**src/rtl/onehot_seq_pkg.sv**
```systemverilog
// rtl/onehot_seq_pkg.sv - shared constants and state encoding for the one-hot channel sequencer
package onehot_seq_pkg;

    localparam int DEF_SIZE    = 3;
    localparam int DEF_DWELL_W = 8;

    typedef enum logic [1:0] {
        ST_IDLE = 2'd0,
        ST_HOLD = 2'd1,
        ST_GAP  = 2'd2
    } state_t;

endpackage

```
**src/rtl/onehot_dec.sv**
```systemverilog
// rtl/onehot_dec.sv - combinational binary-to-one-hot decoder
module onehot_dec
    import onehot_seq_pkg::*;
#(
    parameter int SIZE = DEF_SIZE
) (
    input  logic [SIZE-1:0]      i_idx,
    output logic [(1<<SIZE)-1:0] o_onehot
);

    always_comb begin
        o_onehot        = '0;
        o_onehot[i_idx] = 1'b1;
    end

endmodule

```
**src/rtl/onehot_seq.sv**
```systemverilog
// rtl/onehot_seq.sv - one-hot channel select sequencer with dwell hold, break-before-make gap and sweep
module onehot_seq
    import onehot_seq_pkg::*;
#(
    parameter int SIZE    = DEF_SIZE,
    parameter int DWELL_W = DEF_DWELL_W
) (
    input  logic                 clk,
    input  logic                 rst_n,
    input  logic                 in_valid,
    output logic                 in_ready,
    input  logic [SIZE-1:0]      in_idx,
    input  logic [DWELL_W-1:0]   in_dwell,
    input  logic                 in_sweep,
    input  logic                 abort,
    output logic [(1<<SIZE)-1:0] sel,
    output logic                 busy,
    output logic                 done
);

    localparam logic [SIZE-1:0] IDX_MAX = '1;

    state_t                r_state;
    logic [SIZE-1:0]       r_idx;
    logic                  r_sweep;
    logic [DWELL_W-1:0]    r_dwell;
    logic [DWELL_W-1:0]    r_cnt;
    logic [(1<<SIZE)-1:0]  r_sel;
    logic                  r_busy;
    logic                  r_done;

    logic [DWELL_W-1:0]    w_eff_dwell;
    logic                  w_more;
    logic [SIZE-1:0]       w_dec_idx;
    logic [(1<<SIZE)-1:0]  w_onehot;

    assign w_eff_dwell = (in_dwell == '0) ? DWELL_W'(1) : in_dwell;
    assign w_more      = r_sweep && (r_idx != IDX_MAX);
    // The decoder serves both the accept path and the sweep step out of GAP.
    assign w_dec_idx   = (r_state == ST_GAP) ? r_idx + SIZE'(1) : in_idx;
    assign in_ready    = (r_state == ST_IDLE) && !abort;

    onehot_dec #(.SIZE(SIZE)) u_dec (
        .i_idx    (w_dec_idx),
        .o_onehot (w_onehot)
    );

    always_ff @(posedge clk or negedge rst_n) begin
        if (!rst_n) begin
            r_state <= ST_IDLE;
            r_idx   <= '0;
            r_sweep <= 1'b0;
            r_dwell <= '0;
            r_cnt   <= '0;
            r_sel   <= '0;
            r_busy  <= 1'b0;
            r_done  <= 1'b0;
        end else begin
            r_done <= 1'b0;
            unique case (r_state)
                ST_IDLE: begin
                    if (in_valid && !abort) begin
                        r_state <= ST_HOLD;
                        r_idx   <= in_idx;
                        r_sweep <= in_sweep;
                        r_dwell <= w_eff_dwell;
                        r_cnt   <= w_eff_dwell;
                        r_sel   <= w_onehot;
                        r_busy  <= 1'b1;
                    end
                end
                ST_HOLD: begin
                    if (abort) begin
                        r_state <= ST_IDLE;
                        r_cnt   <= '0;
                        r_sel   <= '0;
                        r_busy  <= 1'b0;
                    end else if (r_cnt <= DWELL_W'(1)) begin
                        // done is raised entering the final gap so it lines up with that cycle
                        r_state <= ST_GAP;
                        r_cnt   <= '0;
                        r_sel   <= '0;
                        r_done  <= !w_more;
                    end else begin
                        r_cnt <= r_cnt - DWELL_W'(1);
                    end
                end
                ST_GAP: begin
                    if (abort || !w_more) begin
                        r_state <= ST_IDLE;
                        r_cnt   <= '0;
                        r_sel   <= '0;
                        r_busy  <= 1'b0;
                    end else begin
                        r_state <= ST_HOLD;
                        r_idx   <= r_idx + SIZE'(1);
                        r_cnt   <= r_dwell;
                        r_sel   <= w_onehot;
                    end
                end
                default: begin
                    r_state <= ST_IDLE;
                    r_cnt   <= '0;
                    r_sel   <= '0;
                    r_busy  <= 1'b0;
                end
            endcase
        end
    end

    assign sel  = r_sel;
    assign busy = r_busy;
    assign done = r_done;

endmodule

```
**config.mk**
```make
export PLATFORM = sky130hd
export DESIGN_NAME = onehot_seq
export DESIGN_NICKNAME = d
export VERILOG_FILES = /design/src/rtl/onehot_seq_pkg.sv /design/src/rtl/onehot_dec.sv /design/src/rtl/onehot_seq.sv
export SDC_FILE = /design/constraint.sdc
export NUM_CORES = 1
export LEC_CHECK = 0
export CORE_MARGIN = 2
export CORE_UTILIZATION = 25
export CTS_CLUSTER_SIZE = 8
export DETAILED_ROUTE_END_ITERATION = 7
export PLACE_DENSITY = 0.46
export SYNTH_ARGS = -nofsm -noshare
export SYNTH_HDL_FRONTEND = slang
export SYNTH_HIERARCHICAL = 1
export SYNTH_SLANG_ARGS = --single-unit
```
**constraint.sdc**
```tcl
create_clock -name clk -period 4.2 [get_ports clk]
set_input_delay 0.42 -clock clk [delete_from_list [all_inputs] [get_ports clk]]
set_output_delay 0.42 -clock clk [all_outputs]
set_load 0.02 [all_outputs]
```
==> flow_summary.yaml <==
routing:
  wire_per_inst_microns: 14.20
  initialDrtViolationCount: 82
  drc: 0
  dr.pass1.iters: 4
  vias_per_cell: 4.795
  vias: 1453
  ant_nets: 0
  totalWireLength_microns: 4303
synth:
  ys.flop_type: "dfrtp_1"
  synthXorXnorAreaFrac: 0
  syn_inst: 179
  synth_top_family_by_area: "compound AO/OA/AOI/OAI gates"
  ys.warnings.count: 6
  yosys.area_share.simple: 0.1979
  synth-async-reset-ratio: 1.000
  yosysTopAreaCell: "dfrtp_1"
  synth_nets: 199
  synth_area_leaders: "dfrtp_1 (45%), mux2_2 (6.3%), nand2_1 (4.4%), o21ai_1 (4.2%), o21ai_0 (3.4%)"
  synth_mux_area_frac: 0.06316
  synth_fa_ha_area_frac: 0.02807
  synth-seq-cells: 32
  synth_cell_types: 45
  synth_top_cell_area_share: 0.4491
  synth-edff-count: 0
  syn-cell-area_sq_mm: 0.001783
  synth-compound-area-share: 0.2225
  seq_area_frac_synth: 0.4491
  syn_avg_cell_area_sq_um: 9.961
sta:
  slew_headroom: 0.2338
  rsz0062_at_grt: "false"
  setup_viol: 0
  finalHoldViolations: 0
  period_needed_ns: 2.347
  tightest_slew_ns: 1.140
  slew_violations: 0
  period_share: 0.5588
  clock.fmax_ghz: 0.4260
  fin_skew_ns: 0.01083
  finalSetupTns_ns: 0
  fin_ws_ns: 1.853
placed_design:
  gp_congestion: 0.7844
  dp_hpwl_microns: 3093
  numPortBuffers: 26
  dp_slack_ns: 1.646
power_and_ir_drop:
  powerDensity_mw_per_mm2: 689.2
  max-vdd-ir-drop_uv: 217.2
  leakage_uw: 0.0008569
floorplanning:
  initial_utilization: 0.2610
  die_h_microns: 88.45
  die_area_sq_mm: 0.007823
  ioPinCount: 27
  die_w_microns: 88.45
  core-area_sq_mm: 0.006832
  core.rowCount: 30
worst_hold_path:
  hold_class: "flop to flop"
  hold_depth: 2
  hold_start: "sel[5]$_DFFE_PN0P_"
  holdPathEnd: "sel[5]$_DFFE_PN0P_"
critical_path:
  reg2reg_depth: 6
  timing.rr.start: "r_idx[0]$_DFFE_PN0P_"
  r2r_end: "r_idx[0]$_DFFE_PN0P_"
  criticalPathCategory: "flop to output pin"
  cp-start-kind: "flop"
  critPathCaptureType: "output pin"
  cp.arrival_ns: 1.93
  required_ns: 3.78
  crit_fanout: 9
  rrSetupSlack_ns: 1.99
status:
  outcome: "finished, final reports clean"
clocking:
  post_cts_buffers: 0
  cts_tree: "built"
  cts_hold_repair.buffers: 0
  numClockSinks: 32
  clk_path_buf_depth: 2
  cts_made_buffers: 5
  htree_levels: 2
  cts_resized: 0
  clk_transition_reported_paths_ns: 0.08
  clkLatencyLatePin_ns: 0.29
  cts-root-buf: "clkbuf_8"
layout:
  nFillCells: 745
  drive_gt1_frac: 0.1691
  area_growth_syn_to_layout_pct: 24.91
  diodes: 0
  final_nets: 226
grt:
  antenna_found_initial: 0
  gr-total-overflow: 0
  grt_pass1_vias: 1418
  gr-usage-all-layers: 0.1220
  grt_start_max_net_pins: 33
  grt_pass1_wl_microns: 7307
run:
  cap_violations: 0
## critical path: stages (launching register included)
cell and delay (ns):
dfrtp_1 0.50, or2_1 0.39, nor2_1 0.13, clkdlybuf4s50_1 0.61
## kinds of logic after synthesis
group / Yosys count
compound gates: 57
fa+ha+maj: 4
buf+inv: 13
flops: 32
mux: 10
simple gates: 63
## how the worst max path moves through the flow
stage | start | endpoint | cells after the start
2_1_floorplan | r_idx[0]$_DFFE_PN0P_ | r_idx[0]$_DFFE_PN0P_ | 6
3_3_place_gp | abort | r_dwell[6]$_DFFE_PN0P_ | 3
3_5_place_dp | abort | r_dwell[6]$_DFFE_PN0P_ | 3
4_1_cts | r_state[1]$_DFFE_PN0P_ | in_ready | 3
5_1_grt | r_state[1]$_DFFE_PN0P_ | in_ready | 3
6_report | r_state[1]$_DFFE_PN0P_ | in_ready | 3
## cells in the mapped netlist, types with 2 or more instances
master,count
a21oi_1,4
a22oi_1,5
a31oi_1,2
and3b_2,3
buf_2,5
buf_6,2
dfrtp_1,32
ha_1,4
inv_1,6
mux2_2,10
nand2_1,21
nand4_1,2
nor2_1,8
nor2b_1,2
nor3_1,6
nor3b_1,4
nor4_1,3
o211ai_1,3
o21ai_0,12
o21ai_1,15
o221ai_1,3
or3_1,4
## layer usage
layer / track usage / wire (microns)
met1: 0.1767 / 2275
met2: 0.1750 / 1831
met3: 0.02519 / 130
met4: 0.05372 / 66
met5: 0 / 0
## flip-flops by register name (all words and copies together) (netlist names)
register and cells:
r_sweep 1, r_dwell 8, r_idx 3, sel 8
r_cnt 8, r_state 2, done 1, busy 1
## final cells by class
| type | instances | area [sq um] | share of cell area |
|---|---|---|---|
| multi-input cells | 134 | 918.4 | 0.4124 |
| clock inverters | 2 | 15.01 | 0.006742 |
| flip-flops and latches | 32 | 800.8 | 0.3595 |
| well taps | 96 | 120.1 | 0.05393 |
| inverters | 6 | 22.52 | 0.01011 |
| clock buffers | 6 | 82.58 | 0.03708 |
| repair buffers | 27 | 267.8 | 0.1202 |
## placed cells by master, fill, tap and decap left out, types with 2 or more instances in the layout
master	synthesis	routed
o211ai_1	3	3
nor2b_1	2	2
nand2_1	21	21
nand4_1	2	2
or3_1	4	4
clkdlybuf4s50_1	0	26
a31oi_1	2	2
ha_1	4	4
clkbuf_8	0	6
o21ai_0	12	12
clkinvlp_4	0	2
nor2_1	8	8
inv_1	6	6
mux2_2	10	10
o21ai_1	15	15
nor3_1	6	6
dfrtp_1	32	32
a21oi_1	4	4
nor4_1	3	2
and3b_2	3	3
a22oi_1	5	5
o221ai_1	3	3
nor3b_1	4	4
## through the flow
step | power [uW] | hold slack, ns | cells | utilization | cell area [sq um]
floorplan | 1083 | 0.1244 | 179 | - | 1783
global route | 1657 | 0.5231 | 303 | 0.3260 | 2227
detailed placement | 1287 | 0.4924 | 295 | 0.3117 | 2130
global placement | 1290 | 0.4899 | 295 | 0.3117 | 2130
finish | 1535 | 0.5000 | 303 | 0.3260 | 2227
CTS | 1554 | 0.5112 | 303 | 0.3260 | 2227
## where the power goes
group | internal (uW) | leakage (uW) | switching, uW
Sequential | 439 | 0.000404 | 104
Clock | 133 | 0.0000434 | 124
Combinational | 311 | 0.000410 | 424
Total | 883 | 0.000857 | 652
(Power assumes the default switching activity.)
